**src/rtl/latch_bank_arbiter_if.sv**
```systemverilog
// Requester and latch-bank signal bundle for latch_bank_arbiter.
// The slave modport is the arbiter; the master modport is the requesters plus the latch bank.
interface latch_bank_arbiter_if #(
  parameter int NREQ = 4,
  parameter int NLAT = 4,
  parameter int AW   = 2,
  parameter int DW   = 8
);
  logic [NREQ-1:0]    req;
  logic [NREQ*AW-1:0] req_addr;
  logic [NREQ*DW-1:0] req_data;
  logic [NREQ-1:0]    gnt;
  logic [NREQ-1:0]    done;
  logic               busy;
  logic [DW-1:0]      lat_data;
  logic [NLAT-1:0]    lat_en;
  logic [NLAT*DW-1:0] lat_q;
  logic               err;

  modport master (
    output req, req_addr, req_data, lat_q,
    input  gnt, done, busy, lat_data, lat_en, err
  );

  modport slave (
    input  req, req_addr, req_data, lat_q,
    output gnt, done, busy, lat_data, lat_en, err
  );
endinterface

```
**src/rtl/latch_bank_arbiter.sv**
```systemverilog
// Round-robin arbiter that sequences one write at a time into a shared latch bank.
// Each write runs setup -> open -> hold. Define LATCH_READBACK_EN to check lat_q in hold and drive a sticky err.
module latch_bank_arbiter #(
  parameter int NREQ     = 4,
  parameter int NLAT     = 4,
  parameter int AW       = 2,
  parameter int DW       = 8,
  parameter int OPEN_CYC = 1
) (
  input  logic                clk,
  input  logic                rst_n,
  latch_bank_arbiter_if.slave bus
);
  localparam int IW = (NREQ > 1) ? $clog2(NREQ) : 1;
  localparam int CW = (OPEN_CYC > 1) ? $clog2(OPEN_CYC) : 1;

  typedef enum logic [1:0] {IDLE, SETUP, OPEN, HOLD} state_e;

  state_e          state_q, state_d;
  logic [IW-1:0]   idx_q, idx_d;
  logic [IW-1:0]   ptr_q, ptr_d;
  logic [AW-1:0]   addr_q, addr_d;
  logic [CW-1:0]   cnt_q, cnt_d;
  logic [NREQ-1:0] gnt_q, gnt_d;
  logic [NREQ-1:0] done_q, done_d;
  logic            busy_q, busy_d;
  logic [DW-1:0]   lat_data_q, lat_data_d;
  logic [NLAT-1:0] lat_en_q, lat_en_d;
  logic            err_q, err_d;
  logic            err_set;

  logic            win_found;
  logic [IW-1:0]   win_idx;
  logic [IW-1:0]   scan_idx;

  // Scan requesters starting at the pointer, wrapping modulo NREQ.
  always_comb begin
    win_found = 1'b0;
    win_idx   = '0;
    scan_idx  = '0;
    for (int unsigned i = 0; i < NREQ; i++) begin
      scan_idx = IW'((32'(ptr_q) + i) % NREQ);
      if (!win_found && bus.req[scan_idx]) begin
        win_found = 1'b1;
        win_idx   = scan_idx;
      end
    end
  end

`ifdef LATCH_READBACK_EN
  logic          rb_hit;
  logic          rb_bad;
  logic [DW-1:0] rb_word;

  always_comb begin
    rb_hit  = 1'b0;
    rb_bad  = 1'b0;
    rb_word = '0;
    for (int unsigned i = 0; i < NLAT; i++) begin
      if (addr_q == AW'(i)) begin
        rb_hit  = 1'b1;
        rb_word = DW'(bus.lat_q >> (i * DW));
        rb_bad  = (rb_word != lat_data_q);
      end
    end
  end

  assign err_set = (state_q == HOLD) && (!rb_hit || rb_bad);
`else
  assign err_set = 1'b0;
`endif

  // Outputs are decoded from the next state so every output is a register.
  always_comb begin
    state_d    = state_q;
    idx_d      = idx_q;
    ptr_d      = ptr_q;
    addr_d     = addr_q;
    cnt_d      = cnt_q;
    lat_data_d = lat_data_q;
    err_d      = err_q | err_set;

    case (state_q)
      IDLE: begin
        if (win_found) begin
          state_d    = SETUP;
          idx_d      = win_idx;
          addr_d     = AW'(bus.req_addr >> (32'(win_idx) * AW));
          lat_data_d = DW'(bus.req_data >> (32'(win_idx) * DW));
        end
      end
      SETUP: begin
        state_d = OPEN;
        cnt_d   = '0;
      end
      OPEN: begin
        if (cnt_q == CW'(OPEN_CYC - 1)) state_d = HOLD;
        else                            cnt_d   = cnt_q + 1'b1;
      end
      HOLD: begin
        state_d = IDLE;
        ptr_d   = (idx_q == IW'(NREQ - 1)) ? '0 : idx_q + 1'b1;
      end
      default: state_d = IDLE;
    endcase

    busy_d = (state_d != IDLE);
    for (int unsigned i = 0; i < NREQ; i++) begin
      gnt_d[i]  = (state_d != IDLE) && (idx_d == IW'(i));
      done_d[i] = (state_d == HOLD) && (idx_d == IW'(i));
    end
    for (int unsigned i = 0; i < NLAT; i++) begin
      lat_en_d[i] = (state_d == OPEN) && (addr_d == AW'(i));
    end
  end

  always_ff @(posedge clk or negedge rst_n) begin
    if (!rst_n) begin
      state_q    <= IDLE;
      idx_q      <= '0;
      ptr_q      <= '0;
      addr_q     <= '0;
      cnt_q      <= '0;
      gnt_q      <= '0;
      done_q     <= '0;
      busy_q     <= 1'b0;
      lat_data_q <= '0;
      lat_en_q   <= '0;
      err_q      <= 1'b0;
    end else begin
      state_q    <= state_d;
      idx_q      <= idx_d;
      ptr_q      <= ptr_d;
      addr_q     <= addr_d;
      cnt_q      <= cnt_d;
      gnt_q      <= gnt_d;
      done_q     <= done_d;
      busy_q     <= busy_d;
      lat_data_q <= lat_data_d;
      lat_en_q   <= lat_en_d;
      err_q      <= err_d;
    end
  end

  assign bus.gnt      = gnt_q;
  assign bus.done     = done_q;
  assign bus.busy     = busy_q;
  assign bus.lat_data = lat_data_q;
  assign bus.lat_en   = lat_en_q;
  assign bus.err      = err_q;
endmodule

```
**src/flat_wrapper.sv**
```systemverilog
// flat-port wrapper written by rule: the top's interface ports become plain ports
module latch_bank_arbiter_flat 
#(
  parameter int NREQ     = 4,
  parameter int NLAT     = 4,
  parameter int AW       = 2,
  parameter int DW       = 8,
  parameter int OPEN_CYC = 1
)
  (clk, rst_n, bus_req, bus_req_addr, bus_req_data, bus_lat_q, bus_gnt, bus_done, bus_busy, bus_lat_data, bus_lat_en, bus_err);
  latch_bank_arbiter_if #(.NREQ(NREQ), .NLAT(NLAT), .AW(AW), .DW(DW)) bus_i ();
  input  logic clk;
  input  logic rst_n;
  input wire logic [$bits(bus_i.req)-1:0] bus_req;
  input wire logic [$bits(bus_i.req_addr)-1:0] bus_req_addr;
  input wire logic [$bits(bus_i.req_data)-1:0] bus_req_data;
  input wire logic [$bits(bus_i.lat_q)-1:0] bus_lat_q;
  output wire logic [$bits(bus_i.gnt)-1:0] bus_gnt;
  output wire logic [$bits(bus_i.done)-1:0] bus_done;
  output wire logic [$bits(bus_i.busy)-1:0] bus_busy;
  output wire logic [$bits(bus_i.lat_data)-1:0] bus_lat_data;
  output wire logic [$bits(bus_i.lat_en)-1:0] bus_lat_en;
  output wire logic [$bits(bus_i.err)-1:0] bus_err;
  assign bus_i.req = bus_req;
  assign bus_i.req_addr = bus_req_addr;
  assign bus_i.req_data = bus_req_data;
  assign bus_i.lat_q = bus_lat_q;
  assign bus_gnt = bus_i.gnt;
  assign bus_done = bus_i.done;
  assign bus_busy = bus_i.busy;
  assign bus_lat_data = bus_i.lat_data;
  assign bus_lat_en = bus_i.lat_en;
  assign bus_err = bus_i.err;
  latch_bank_arbiter #(.NREQ(NREQ), .NLAT(NLAT), .AW(AW), .DW(DW), .OPEN_CYC(OPEN_CYC)) u_core (.clk(clk), .rst_n(rst_n), .bus(bus_i));
endmodule
```
**config.mk**
```make
export PLATFORM = sky130hd
export DESIGN_NAME = latch_bank_arbiter_flat
export DESIGN_NICKNAME = d
export VERILOG_FILES = /design/src/rtl/latch_bank_arbiter_if.sv /design/src/rtl/latch_bank_arbiter.sv /design/src/flat_wrapper.sv
export SDC_FILE = /design/constraint.sdc
export NUM_CORES = 1
export LEC_CHECK = 0
export CORE_MARGIN = 2
export CORE_UTILIZATION = 36
export DETAILED_ROUTE_END_ITERATION = 6
export PLACE_DENSITY = 0.79
export SLEW_MARGIN = 10
export SYNTH_ARGS = -nofsm -noshare
export SYNTH_HDL_FRONTEND = slang
export SYNTH_SLANG_ARGS = --single-unit
```
**constraint.sdc**
```tcl
create_clock -name clk -period 2.95 [get_ports clk]
set_input_delay 0.59 -clock clk [delete_from_list [all_inputs] [get_ports clk]]
set_output_delay 0.59 -clock clk [all_outputs]
set_load 0.03 [all_outputs]
```
# --- Word-level counts from Yosys, hierarchy flattened ---
# Index checks and enable logic that the tools add are counted.
word_totals:
  inputBits: 78
  ff_bits: 30
  wordCells: 83
  out_inout_bits: 22
op_classes:
  n_mux: 26
  eq_ne: 12
  magnitude_cmp: 4
  shifts: 2
  addsub: 5
  n_reduce_logical: 24
ops:
  columns: ["op", "count"]
  rows:
  - ["$shr 32x5->8", 1]
  - ["$mux 2", 11]
  - ["$eq 2x2->1 const B", 9]
  - ["$logic_and 1x1->1", 15]
  - ["$lt 2x3->1 const B", 4]
  - ["$mux 1", 9]
  - ["$bmux 1 s2", 4]
  - ["$pmux 2 s4", 1]
  - ["$shr 8x3->2", 1]
  - ["$eq 2x1->1 const B", 3]
  - ["$logic_not 2->1", 3]
  - ["$add 2x1->2 const B", 2]
  - ["$add 2x2->2 const B", 2]
  - ["$reduce_bool 2->1", 2]
  - ["$logic_not 1->1", 3]
  - ["$pmux 1 s2", 1]
  - ["$reduce_and 2->1", 1]
  - ["$add 1x1->1 const B", 1]

# --- Depth between registers and ports, before layout ---
# Gate-level depths: netlist of run 1.
depth:
  word_depth: 17
  mapped_depth: 8
  ltp_nobuf: 7

# --- Worst setup path before layout of run 1 ---
# No wires, ideal clock.
synth_timing:
  path_type: "input to register"
  from: "input bus_req[0]"
  to: "register u_core.lat_en_q[3] (netlist: u_core.bus.lat_en[3])"
  n_path_buf: 1
  setup_slack_ns: 0.659
  arrival_time_ns: 2.171
  setup_time_ns: 0.120
  t_required_ns: 2.830
  cell_stages: 7
  cell_sequence: "nor2b_4 -> or4_4 -> nand2_4 -> buf_12 -> mux2_2 -> a22oi_2 -> and3b_1"
synth_between:
  elab_chain_len: 17
  elab_cells_between_ends: 30
  cone_classes: "eq/ne (2); shift (1); mux (20); reduce/logical (7)"
synth_rtl:
  columns: ["element", "line_no", "text"]
  rows:
  - ["start, declared", "flat_wrapper.sv:14", "input wire logic [$bits(bus_i.req)-1:0] bus_req;"]
  - ["$bmux 1 s2", "latch_bank_arbiter.sv:43", "if (!win_found && bus.req[scan_idx]) begin"]
  - ["$mux 1 (not written as such)", "latch_bank_arbiter.sv:43", null]
  - ["$mux 1", "latch_bank_arbiter.sv:43", null]
  - ["$logic_not 1->1", "latch_bank_arbiter.sv:43", null]
  - ["$logic_and 1x1->1", "latch_bank_arbiter.sv:43", null]
  - ["$mux 1", "latch_bank_arbiter.sv:43", null]
  - ["$logic_not 1->1", "latch_bank_arbiter.sv:43", null]
  - ["$logic_and 1x1->1", "latch_bank_arbiter.sv:43", null]
  - ["[... 2 more ...]", null, null]
  - ["$logic_and 1x1->1", "latch_bank_arbiter.sv:43", null]
  - ["$mux 2", "latch_bank_arbiter.sv:43", null]
  - ["$shr 8x3->2", "latch_bank_arbiter.sv:88", "addr_d = AW'(bus.req_addr >> (32'(win_idx) * AW));"]
  - ["$mux 2", "latch_bank_arbiter.sv:85", "if (win_found) begin"]
  - ["$mux 2", "latch_bank_arbiter.sv:83", "case (state_q)"]
  - ["$eq 2x2->1", "latch_bank_arbiter.sv:113", "lat_en_d[i] = (state_d == OPEN) && (addr_d == AW'(i));"]
  - ["$logic_and 1x1->1 (*)", "latch_bank_arbiter.sv:113", null]
  - ["net u_core.lat_en_d[3]", "latch_bank_arbiter.sv:28", "logic [NLAT-1:0] lat_en_q, lat_en_d;"]
  - ["end signal, assigned", "latch_bank_arbiter.sv:140", "lat_en_q <= lat_en_d;"]
  - ["end, declared", "latch_bank_arbiter.sv:28", null]
# Mark *: on every way through the listed nets, which the timed path passes. The rest lies on a longest branch. The select of a mux whose other input is x is not followed.
# A chain may end at the register's enable or synchronous reset.

# --- Worst setup path in the final report of run 1 ---
layout_timing:
  from: "input bus_req[3]"
  to: "register u_core.lat_en_q[0] (netlist: u_core.bus.lat_en[0])"
layout_between:
  elab_chain_len: 17
  elab_cells_between_ends: 30
  cone_classes: "eq/ne (1); shift (1); mux (20); reduce/logical (8)"
layout_rtl:
  columns: ["element", "line_no", "text"]
  rows:
  - ["$bmux 1 s2", "latch_bank_arbiter.sv:43", null]
  - ["$mux 1 (not written as such)", "latch_bank_arbiter.sv:43", null]
  - ["$mux 1", "latch_bank_arbiter.sv:43", null]
  - ["$logic_not 1->1", "latch_bank_arbiter.sv:43", null]
  - ["$logic_and 1x1->1", "latch_bank_arbiter.sv:43", null]
  - ["$mux 1", "latch_bank_arbiter.sv:43", null]
  - ["$logic_not 1->1", "latch_bank_arbiter.sv:43", null]
  - ["$logic_and 1x1->1", "latch_bank_arbiter.sv:43", null]
  - ["[... 3 more ...]", null, null]
  - ["$mux 2", "latch_bank_arbiter.sv:43", null]
  - ["$shr 8x3->2", "latch_bank_arbiter.sv:88", null]
  - ["$mux 2 (*)", "latch_bank_arbiter.sv:85", null]
  - ["$mux 2 (*)", "latch_bank_arbiter.sv:83", null]
  - ["net u_core.addr_d[0]", "latch_bank_arbiter.sv:22", "logic [AW-1:0] addr_q, addr_d;"]
  - ["$logic_not 2->1 (*)", "latch_bank_arbiter.sv:113", null]
  - ["$logic_and 1x1->1 (*)", "latch_bank_arbiter.sv:113", null]
  - ["net u_core.lat_en_d[0]", "latch_bank_arbiter.sv:28", null]
# Marks and branches as above.

==> results.txt, run 1 <==
- Count of state elements after synthesis: 29
* Maximum root-to-sink buffer count: 2
- Setup repair after global routing left no endpoint under its margin.
- Summed over all failing endpoints, the final setup total negative slack is 0 ns.
- Startpoint of the worst register-to-register path: u_core.ptr_q[1]
- Of all nets on the critical path, the largest fanout is 5.
- Maximum number of pins on one net before global-route repair: 30
- Total I/O pin count: 100
- CTS resizes: 0
- The worst setup path is captured at a register.
- Among all cell types in the netlist, the one instantiated most often is sky130_fd_sc_hd__dfrtp_1.
- Utilization after layout: 55.8%
* Distinct cells, synth: 36
- The initial antenna violation count was 0.
- The path class of the tightest hold or removal check is register to register.
* Reg-to-reg critical path endpoint: u_core.bus.lat_en[3]
- Startpoint class of the critical path: input pin
- The top cell type by area accounts for 46.3% of the synthesized area.
- Post-Synthesis Net Count: 225
* Height of the chip: 70.0 um
- After the last flow step, the layout net total stands at 296.
- 1st-pass router iterations: 4
- Global-route congestion overflow total: 0
* Number of buffers created by CTS: 5
* Cell taking the most area after synthesis: sky130_fd_sc_hd__dfrtp_1
- Setup violations remaining at the end of the flow were counted as 0.
- In this run, synthesis inferred 0 flip-flops with an integrated enable.
- STA puts the critical path data required time at 3.12 ns.
- Most used flip-flop cell after synthesis: sky130_fd_sc_hd__dfrtp_1
* Skew-Pair Late Insertion Delay: 0.28 ns
* Area of the die: 0.00490 mm^2
- Routed Wire Length: 3410 um
- Power spread over the standard cell area amounts to 1020 mW/mm^2.
* Adder-cell share of the synthesized area: 3.99%
- Most used standard cells in the synthesized netlist: sky130_fd_sc_hd__dfrtp_1, sky130_fd_sc_hd__mux2i_1, sky130_fd_sc_hd__nor2_1
- The first global-routing pass estimated 5670 um of wire.
- Global-route usage over all layers: 14.8%
- Synthesized-area fraction occupied by xor and xnor cells: 0%
* Count of input and output buffers: 66
* Largest family of logic cells by synthesized area: multiplexers
* Total clock sinks: 29
- Highest Clock Rate: 394 MHz
* Crit path time final: 2.54 ns
- For this run, the number of Yosys warnings is 0.
- Final weighted congestion of routability-driven global placement: 0.700
- The floorplan has 24 rows.
- Setup bufs post-CTS: 0
* Effective utilization at floorplan: 36.8%
- Mean instance size in the synthesized netlist: 11.0 um^2
- The repair_antennas step left the layout with diodes totalling 0.
- Across the run, the number of max-cap violations was 0.
* Cell count of the worst reg-to-reg path: 5
* Data arrival time at the worst-slack endpoint: 2.71 ns
* Setup Crit Path Kind: input pin to register
- Rel. slew slack: 67.3%
* Layout cell share with drive strength beyond 1: 14.5%
- Die span in x: 70.0 um
- The total area inside the core boundary comes to 0.00426 mm^2.
- Post-route clock skew: 0.00260 ns
- Synthesis handed over a netlist of 142 instances.
* Leak Pwr: 1.06 nW
* Clock transition at the registers of the reported paths: 0.06 ns
* Compound-gate portion of the synthesized area: 10.5%
* Worst setup slack for register-to-register paths: 0.87 ns
* Crit. Startpoint: bus_req[3]
- Max-slew violation count: 0
- Final cycle utilization of the critical path: 86.1%
- Sequential cells were found to cover 46.3% of the synthesized design area.
* Post-DP HPWL: 2590 um
- For this block, the initial DRC count from the detailed router was 19.
- The most critical setup path has its endpoint at u_core.bus.lat_en[0].
- The synthesized netlist occupies a cell area of 0.00157 mm^2.
- Post-route ant nets: 0
* Syn-to-layout area delta: 51.6%
* Largest voltage drop on the vdd net: 0.540 mV
- The number of global-route vias before repair came to 1,248.
- Number of H-tree levels: 2
* Ys async rst share: 100%
- Clock tree from TritonCTS: done
- Measured against the total synthesized area, the mux share comes to 18.7%.
* Simple-Gate Fraction of Synth Area: 15.2%
- In this run, post-CTS hold repair placed 0 buffers.
* Slew at the pin closest to its max-slew limit: 0.484 ns
- The total count of hold-check failures in the final report was 0.
- CTS placed an instance of sky130_fd_sc_hd__clkbuf_8 at the clock tree root.
* Detail-routed net length per standard cell: 12.8 um
* Top area cells in the synthesized netlist: sky130_fd_sc_hd__dfrtp_1, sky130_fd_sc_hd__mux2i_1, sky130_fd_sc_hd__mux2_2
- Number of vias per cell after detailed routing: 4.82
* Status: complete, no violations
- In the routed design, unresolved DRC markers number 0.
- Vias after detailed routing: 1,281
[cell usage in the layout (no fill, tap or decap), types with 2 or more instances in the layout]
cell type	instances
sky130_fd_sc_hd__clkdlybuf4s50_1	66
sky130_fd_sc_hd__dfrtp_1	29
sky130_fd_sc_hd__mux2i_1	17
sky130_fd_sc_hd__nor2_1	15
sky130_fd_sc_hd__nand2_1	12
sky130_fd_sc_hd__mux2_2	11
sky130_fd_sc_hd__o21ai_1	8
sky130_fd_sc_hd__inv_1	5
sky130_fd_sc_hd__ha_1	5
sky130_fd_sc_hd__clkbuf_8	5
sky130_fd_sc_hd__a21oi_1	4
sky130_fd_sc_hd__buf_4	4
sky130_fd_sc_hd__and2_1	3
sky130_fd_sc_hd__and3_1	3
sky130_fd_sc_hd__nor2b_1	2
sky130_fd_sc_hd__a211o_1	2
sky130_fd_sc_hd__and3b_1	2
[cell type report]
class,instances,area [um^2]
Fill cell,389,1890
Multi-Input combinational cell,102,763
Sequential cell,29,726
Timing Repair Buffer,70,691
Clock buffer,5,68.8
Tap cell,52,65.1
Clock inverter,3,46.3
Inverter,5,18.8
[stage by stage]
stage	worst slack [ns]	hold slack (ns)	power, mW	std cells	area [um^2]
global placement	0.167	0.470	2.01	258	2260
detailed placement	0.152	0.482	2.03	258	2260
CTS	0.422	0.497	2.46	266	2380
global route	0.323	0.530	2.60	266	2380
finish	0.409	0.491	2.42	266	2380
floorplan	0.659	0.294	1.62	142	1570
[per-layer routing]
metal  GRT usage (%)  vias to the layer above  part of all wire (%)
li1                -                      637                     -
met1            16.0                      600                    41
met2            26.5                       39                    50
met4            5.13                        0                   1.2
met3            5.34                        5                   8.1
met5               0                        -                     0
[worst min path at each step]
stage	from	endpoint	slack, ns	cells past startpoint
final	u_core.bus.lat_data[3]	u_core.bus.lat_data[3]	0.49	2
after global routing	u_core.bus.lat_data[0]	u_core.bus.lat_data[0]	0.53	2
after CTS	u_core.bus.lat_data[1]	u_core.bus.lat_data[1]	0.50	2
after detailed placement	u_core.bus.lat_data[5]	u_core.bus.lat_data[5]	0.48	2
after global placement	u_core.bus.lat_data[4]	u_core.bus.lat_data[4]	0.47	2
after floorplan	rst_n	u_core.addr_q[0]	0.29	0
[registers in the layout, indices dropped and copies added (netlist names)]
signal / count
u_core.bus.busy: 1
u_core.state_q: 2
u_core.bus.gnt: 4
u_core.bus.lat_data: 8
u_core.ptr_q: 2
u_core.bus.done: 4
u_core.bus.lat_en: 4
u_core.addr_q: 2
u_core.idx_q: 2
[cell families after synthesis]
group	Yosys count
and+or+nand+nor	45
DFF	29
muxes	28
AOI/OAI and AO/OA	23
buffers and inverters	11
adders and majority gates	5
other	1
[where the power goes]
| part | switching, mW | internal (mW) |
|---|---|---|
| sequential | 0.0913 | 0.575 |
| combinational | 0.738 | 0.609 |
| clock | 0.156 | 0.252 |
[worst max-delay path, cell delays in order]
cell and delay, ns:
sky130_fd_sc_hd__clkdlybuf4s50_1 0.47, sky130_fd_sc_hd__or4_1 0.61, sky130_fd_sc_hd__and2_1 0.23, sky130_fd_sc_hd__and2_1 0.21, sky130_fd_sc_hd__a211oi_2 0.38, sky130_fd_sc_hd__and3b_1 0.22
No activity file was read; power rests on OpenSTA's default activity.
==> run 2: changes to the inputs <==
--- a/config.mk
+++ b/config.mk
@@ -7,6 +7,7 @@
 export LEC_CHECK = 0
 export CORE_MARGIN = 2
 export CORE_UTILIZATION = 36
+export CTS_CLUSTER_DIAMETER = 80
 export DETAILED_ROUTE_END_ITERATION = 6
 export PLACE_DENSITY = 0.79
 export SLEW_MARGIN = 10
==> results of run 2 <==
No change in the layout: final DEF, timing and power equal those of run 1.
